`src/rtl/alarm_sched.sv`:
```
// Multi-channel alarm scheduler: per-channel compare/period/enable registers matched
// against the system microsecond stamp, with a pending mask, interrupt and a round-robin claim port.
module alarm_sched #(
  parameter int unsigned NR_CH = 4,
  parameter int unsigned XLEN  = 32
) (
  input  logic            clk,
  input  logic            rst,
  input  logic [XLEN-1:0] stamp,
  input  logic            stamp_tick,
  output logic            intr,
  input  logic            bus_req,
  input  logic            bus_wen,
  input  logic [XLEN-1:0] bus_addr,
  input  logic [XLEN-1:0] bus_dat_i,
  output logic [XLEN-1:0] bus_dat_o,
  output logic            bus_ready
);

  logic [XLEN-1:0] r_cmp    [4];
  logic [XLEN-1:0] r_period [4];
  logic [3:0]      r_en;
  logic [3:0]      r_pending;
  logic [1:0]      r_rr_ptr;
  logic [XLEN-1:0] r_dat_o;

  logic [3:0]      w_idx;
  logic            w_rd;
  logic            w_wr;
  logic [3:0]      w_fire;
  logic [XLEN-1:0] w_diff;
  logic            w_found;
  logic [1:0]      w_cand;
  logic [1:0]      w_claim_id;
  logic            w_claim;
  logic [XLEN-1:0] w_claim_word;
  logic [XLEN-1:0] w_rd_data;
  logic [3:0]      w_clr;
  logic [3:0]      w_pend_nxt;
  logic            w_unused;

  assign w_idx     = bus_addr[5:2];
  assign w_rd      = bus_req & ~bus_wen;
  assign w_wr      = bus_req & bus_wen;
  assign w_unused  = ^{bus_addr[XLEN-1:6], bus_addr[1:0]};
  assign bus_ready = 1'b1;
  assign bus_dat_o = r_dat_o;
  assign intr      = |r_pending;

  // Storage is always four channels wide; channels >= NR_CH are never written and stay 0.
  // Wrap-safe compare: sign bit of (stamp - CMP). A same-cycle write clearing EN suppresses the fire.
  always_comb begin
    w_fire = '0;
    w_diff = '0;
    for (int unsigned n = 0; n < 4; n++) begin
      w_diff    = stamp - r_cmp[n];
      w_fire[n] = stamp_tick && r_en[n] && !w_diff[XLEN-1] &&
                  !(w_wr && (w_idx == 4'(8 + n)) && !bus_dat_i[0]);
    end
  end

  // Round-robin search starting one past the last claimed channel.
  always_comb begin
    w_found    = 1'b0;
    w_claim_id = '0;
    w_cand     = '0;
    for (int unsigned k = 1; k <= NR_CH; k++) begin
      w_cand = 2'((32'(r_rr_ptr) + k) % NR_CH);
      if (!w_found && r_pending[w_cand]) begin
        w_found    = 1'b1;
        w_claim_id = w_cand;
      end
    end
  end

  assign w_claim = w_rd && (w_idx == 4'd13) && w_found;

  always_comb begin
    w_claim_word        = '0;
    w_claim_word[31]    = 1'b1;
    w_claim_word[1:0]   = w_claim_id;
    w_rd_data           = '0;
    case (w_idx)
      4'd0, 4'd1, 4'd2, 4'd3:   w_rd_data = r_cmp[w_idx[1:0]];
      4'd4, 4'd5, 4'd6, 4'd7:   w_rd_data = r_period[w_idx[1:0]];
      4'd8, 4'd9, 4'd10, 4'd11: w_rd_data = XLEN'(r_en[w_idx[1:0]]);
      4'd12:                    w_rd_data = XLEN'(r_pending);
      4'd13:                    w_rd_data = w_found ? w_claim_word : '0;
      default:                  w_rd_data = '0;
    endcase
  end

  // Fire is OR-ed in after clears so a coincident W1C or claim cannot drop a new event.
  always_comb begin
    w_clr = '0;
    if (w_wr && (w_idx == 4'd12)) w_clr = bus_dat_i[3:0];
    if (w_claim) w_clr[w_claim_id] = 1'b1;
    w_pend_nxt = (r_pending & ~w_clr) | w_fire;
  end

  always_ff @(posedge clk) begin
    if (!rst) begin
      for (int unsigned n = 0; n < 4; n++) begin
        r_cmp[n]    <= '0;
        r_period[n] <= '0;
      end
      r_en      <= '0;
      r_pending <= '0;
      r_rr_ptr  <= '0;
      r_dat_o   <= '0;
    end else begin
      for (int unsigned n = 0; n < 4; n++) begin
        if (n < NR_CH) begin
          if (w_wr && (w_idx == 4'(n)))
            r_cmp[n] <= bus_dat_i;
          else if (w_fire[n] && (r_period[n] != '0))
            r_cmp[n] <= r_cmp[n] + r_period[n];
          if (w_wr && (w_idx == 4'(4 + n)))
            r_period[n] <= bus_dat_i;
          if (w_wr && (w_idx == 4'(8 + n)))
            r_en[n] <= bus_dat_i[0];
          else if (w_fire[n] && (r_period[n] == '0))
            r_en[n] <= 1'b0;
        end
      end
      r_pending <= w_pend_nxt;
      if (w_claim) r_rr_ptr <= w_claim_id;
      r_dat_o <= w_rd ? w_rd_data : '0;
    end
  end

endmodule

```
`config.mk`:
```
export PLATFORM = sky130hd
export DESIGN_NAME = alarm_sched
export DESIGN_NICKNAME = d
export VERILOG_FILES = /design/src/rtl/alarm_sched.sv
export SDC_FILE = /design/constraint.sdc
export NUM_CORES = 1
export LEC_CHECK = 0
export ABC_AREA = 0
export CORE_MARGIN = 8
export CORE_UTILIZATION = 40
export CTS_CLUSTER_SIZE = 25
export DETAILED_ROUTE_END_ITERATION = 10
export GPL_TIMING_DRIVEN = 0
export PLACE_DENSITY = 0.65
export SLEW_MARGIN = 10
export SYNTH_ARGS = -nofsm -noshare
export SYNTH_HDL_FRONTEND = slang
export SYNTH_SLANG_ARGS = --single-unit
```
`constraint.sdc`:
```
create_clock -name clk -period 12.6 [get_ports clk]
set_clock_uncertainty 0.05 [all_clocks]
set_input_delay 3.15 -clock clk [delete_from_list [all_inputs] [get_ports clk]]
set_output_delay 3.15 -clock clk [all_outputs]
set_load 0.01 [all_outputs]
```
After elaboration in Yosys (flattened, before gate mapping):

Memory sizes are Yosys's and may differ from the RTL's.
Cells that the tools add are included.

* memories: 2
* input port bits: 101
* RAM bits: 256
* logic and storage cells: 218
* flip-flop bits (word level): 42
* output and inout port bits: 34

Memories
* r_cmp: words 4, bits a word 32, rd ports 5, clocked after Yosys merged registers in 0, wr ports 4, RTL line 20 `logic [XLEN-1:0] r_cmp [4];`
* r_period: words 4, bits a word 32, rd ports 5, clocked after Yosys merged registers in 0, wr ports 4, RTL line 21 `logic [XLEN-1:0] r_period [4];`

* $lt $le $gt $ge: 7
* reductions and logical operators: 73
* multiplexer cells: 85
* eq/ne operators: 13
* bitwise logic cells: 19
* $add $sub $neg: 12

Operators by type and width (number)
* $mux W32: 13
* $pmux W32 S5: 1
* $add A32 B32 Y32: 4
* $logic_not A32 Y1: 4
* $reduce_bool A32 Y1: 4
* $sub A32 B32 Y32: 4
* $mux W1: 59
* $logic_and A1 B1 Y1: 43
* $eq A4 B4 Y1 const B: 6
* $lt A2 B3 Y1 const B: 6
* $eq A4 B3 Y1 const B: 4
* $reduce_or A4 Y1: 4
* $logic_not A1 Y1: 12
* $or A1 B1 Y1: 12
* $bmux W1 S2: 5
* $eq A4 B2 Y1 const B: 2
* $mux W2: 4
* $mux W4: 2
* $or A4 B4 Y4: 2
* $reduce_bool A2 Y1: 4
* $add A2 B1 Y2 const B: 2
* $add A2 B2 Y2 const B: 2
* $and A4 B4 Y4: 1
* $eq A4 B1 Y1 const B: 1
* 7 further kinds: 8

Longest topological paths before layout:

Gate-level depths: netlist of run 1.

* depth in word-level cells: 22
* gate-level depth with buffers: 14
* depth with buffers taken out: 13

Least setup slack after synthesis of run 1:

No wires, ideal clock.

* kind: input-to-reg
* from: in stamp[24]
* to: mem r_cmp[2][0] (enable)
* path buffers: 0
* data required time: 12114 ps
* slack: 5536 ps
* library setup time: 436 ps
* arrival time: 6578 ps
* stages on the path: 9
* path through: ha_1 > a21o_1 > a21o_1 > a21oi_1 > o21ai_0 > or4b_1 > mux2_2 > and2_1 > o221ai_1

RTL lines
* start: declaration: RTL line 9 `input logic [XLEN-1:0] stamp,`
* end: declaration: RTL line 20

==> impl_metrics.csv, run 1 <==
group,metric,value,unit
status,outcome,"finished clean",
clocking,holdBufCountCts,0,
clocking,clk_pin_slew,0.06,ns
grt,grt_use_met2,41.3,%
routing,wl_per_cell,28.1,um
routing,drc,0,
synthesis,syn-num-nets,2579,
grt,grtUsageMet1,35.2,%
worst_setup_path,arrival,8.81,ns
routing,routed_via_density,6.22,
timing,max_freq,117,MHz
timing,holdWs,0.473,ns
synthesis,synth_ff_type,"edfxtp_1",
grt,grt_pass1_wl,128,mm
die,ios,135,
clocking,clk_latency,0.57,ns
grt,antenna_found_initial,4,
timing,finalHoldViolCount,0,
timing,tightest_slew,1.27,ns
clocking,h-tree-depth,2,
pwr,ir_worst_vdd,0.0000797,V
min_path,hp-class,"flip-flop to flip-flop",
timing,max-slew-margin-rel,15.1,%
grt,grt_pass1_vias,19100,
grt,grt_util_met3,6.70,%
worst_setup_path,worst-path-max-fanout,10,
synthesis,synth.distinct_cells,84,
grt,grt-ovfl-total,0,
cells_and_area,multiInputGateArea,0.0133,mm2
placed_design,dp_hpwl,70.4,mm
synthesis,syn_area_per_cell,10.1,um2
cells_and_area,seq_area,0.00853,mm2
placed_design,routabilityCongestion,0.987,
cells_and_area,syn2layout_area_growth,15.2,%
die,core,0.0562,mm2
grt,top_usage_layer,"met2",
worst_setup_path,slowest_delay,0.73,ns
clocking,cts_buffer_depth,3,
clocking,cts.repair.resized,0,
timing,setup_violations,0,
worst_setup_path,worstSetupPathType,"input port to flip-flop",
cells_and_area,final_nets,2730,
routing,drt_first_iter_violations,2308,
cells_and_area,final.fill_count,5233,
die,die-area,0.0644,mm2
worst_setup_path,cp_cell_sequence,"clkdlybuf4s50_1 > ha_1 > a21o_1 > a21oi_1 > nor2b_1 > o21ai_0 > nor4bb_1 > a21oi_1 > o21ai_1 > xnor2_1 > or4_1 > clkbuf_1 > buf_2 > o211ai_1 > buf_4 > buf_4",
timing,layout_min_cycle_time,8.58,ns
routing,antenna_left,0,
placed_design,io_buffer_count,101,
worst_setup_path,endpoint_kind,"flip-flop",
synthesis,ys_seq_elements,298,
clocking,post_cts_buffers,0,
pwr,p_leak,10.5,nW
cells_and_area,drive_gt1_share,7.64,%
synthesis,ys_seq_area_share,37.7,%
timing,fin_tns_setup,0,ns
synthesis,ys.warnings.count,0,
worst_setup_path,cp_slowest_cell,"nor4bb_1",
synthesis,synthCells,2230,
timing,period_share,68.1,%
routing,vias,19700,
clocking,cts_tree,"done",
grt,grt_use_total,26.9,%
synthesis,syn_area,0.0226,mm2
die,die_w,254,um
die,row_count,87,
flow_run,max_cap_violations,0,
routing,routed_wl,88.8,mm
worst_setup_path,cp_data_required_time,12.83,ns
worst_setup_path,startpoint_type,"input port",
synthesis,synth-edff-count,256,
timing,grt_setup_unrepaired,"no",
routing,firstDrtPassIters,6,
clocking,cts_buffers,37,
clocking,clkSinkCount,298,
synthesis,async_flop_share,0,%
grt,grt_max_degree,33,
timing,drv_slew,0,
die,start_util,40.3,%
clocking,cts-root-buf,"clkbuf_16",
pwr,power_density,109,mW/mm2
die,fp.dieH,254,um
## area by class of cell
cell class / count / area share, %
diodes: 1 / 0.00961
plain buffers: 77 / 1.19
clock buffers: 49 / 4.05
clock inverters: 16 / 0.524
inverters: 156 / 2.25
multi-input cells: 1699 / 51.0
flip-flops and latches: 298 / 32.7
well taps: 756 / 3.63
repair buffers: 112 / 4.62
## per-layer routing
| layer | part of all wire (%) | wire [um] |
|---|---|---|
| met5 | 0.015 | 13 |
| met4 | 5.6 | 4940 |
| met3 | 10 | 9290 |
| met2 | 44 | 39100 |
| met1 | 40 | 35500 |
## worst paths after layout
kind	start	cells after the start	slack, ns	to
worst max-delay path	stamp[8]	16	4.02	r_cmp[0][22]
worst min-delay path	r_en[2]	2	0.47	r_en[2]
worst max register to register	r_cmp[0][8]	16	6.71	r_cmp[0][22]
worst min register to register	r_en[2]	2	0.47	r_en[2]
## cell usage after synthesis, types with 21 or more instances
cell      instances  area share (%)
o21ai_1          72             1.6
nor4_1           34            0.94
nand2b_1         26            0.72
a22o_1           57             2.2
nor3_1           21            0.46
nand3_1          29            0.64
nand2_1         158             2.6
dfxtp_1          42             3.7
a21oi_1         142             3.1
inv_1           154             2.6
o21ai_0          68             1.5
nor2_1          129             2.1
nand4_1          38             1.1
clkbuf_1         54            0.90
ha_1            244              14
a21o_1          100             3.3
mux2i_1          34             1.5
edfxtp_1        256              34
and2_1          134             3.7
mux4_2           65             6.5
xor2_1           47             1.8
xnor2_1          63             2.4
## where the power goes
| part | leakage, nW | internal, W | switching (W) | total, W |
|---|---|---|---|---|
| Clock | 0.589 | 0.000628 | 0.000459 | 0.00109 |
| Sequential | 2.89 | 0.00111 | 0.0000618 | 0.00118 |
| Combinational | 7.03 | 0.000233 | 0.000338 | 0.000571 |
## worst max-delay path, delay by kind of cell
family / cells / cell delay (ns)
buf+inv: 5 / 1.76
fa+ha+maj: 1 / 0.36
xor+xnor: 1 / 0.18
compound gates: 6 / 2.12
simple gates: 3 / 1.23
## logic make-up after synthesis
family | Yosys count | synth area share (%)
AOI/OAI and AO/OA | 598 | 17.5
other | 1 | 0.0166
xor gates and xnor gates | 110 | 4.26
muxes | 102 | 8.13
DFF | 298 | 37.7
and+or+nand+nor | 640 | 14.5
buffers and inverters | 233 | 3.96
adders and majority gates | 248 | 13.9
## placed cells by master, fill, tap and decap left out, types with 10 or more instances in the layout
| master | synthesis | final |
|---|---|---|
| edfxtp_1 | 256 | 256 |
| ha_1 | 244 | 244 |
| nand2_1 | 158 | 158 |
| inv_1 | 154 | 154 |
| a21oi_1 | 142 | 142 |
| and2_1 | 134 | 134 |
| nor2_1 | 129 | 129 |
| clkdlybuf4s50_1 | 0 | 101 |
| a21o_1 | 100 | 100 |
| o21ai_1 | 72 | 72 |
| mux4_2 | 65 | 65 |
| o21ai_0 | 68 | 64 |
| xnor2_1 | 63 | 63 |
| clkbuf_1 | 54 | 60 |
| a22o_1 | 57 | 57 |
| xor2_1 | 47 | 47 |
| dfxtp_1 | 42 | 42 |
| clkbuf_16 | 0 | 39 |
| nand4_1 | 38 | 38 |
| nor4_1 | 34 | 34 |
| mux2i_1 | 34 | 34 |
| nand3_1 | 29 | 29 |
| nand2b_1 | 26 | 26 |
| nor3_1 | 21 | 21 |
| nor2b_1 | 20 | 20 |
| o21a_1 | 20 | 20 |
| o31ai_1 | 17 | 17 |
| a211oi_1 | 15 | 15 |
| a31oi_1 | 15 | 15 |
| buf_2 | 13 | 13 |
| o21bai_1 | 13 | 12 |
| or2_2 | 10 | 10 |
| and3_1 | 10 | 10 |
| or3_1 | 10 | 10 |
## metrics by stage
step                instance area [um2]  util, %  power [W]  setup WS (ns)  std cells
global placement                  24600     43.7    0.00173           1.32       3087
CTS                               26000     46.4    0.00282           4.16       3163
global route                      26000     46.4    0.00292           4.07       3163
finish                            26000     46.4    0.00283           4.02       3164
floorplan                         22600        -    0.00153           5.54       2230
detailed placement                24900     44.2    0.00175           3.57       3098
## sequential cells by signal, indices dropped and copies added (netlist names)
register	flops
bus_dat_o	32
r_cmp	128
r_en	4
r_pending	4
r_period	128
r_rr_ptr	2
No activity file was read; power rests on OpenSTA's default activity.
==> run 2, diff against run 1 <==
clock period = 8.4 ns   (was 12.6 ns; I/O delays follow)
==> results of run 2 <==
Same layout as run 1 (identical final DEF). Status: finished clean.
Main changes from that run: setup slack after placement 3.57 ns -> 0.424 ns; setup slack after layout 4.02 ns -> 0.870 ns; register-to-register setup slack 6.71 ns -> 2.51 ns; total power 0.00283 W -> 0.00425 W; worst IR drop on VDD 0.0000797 V -> 0.000120 V
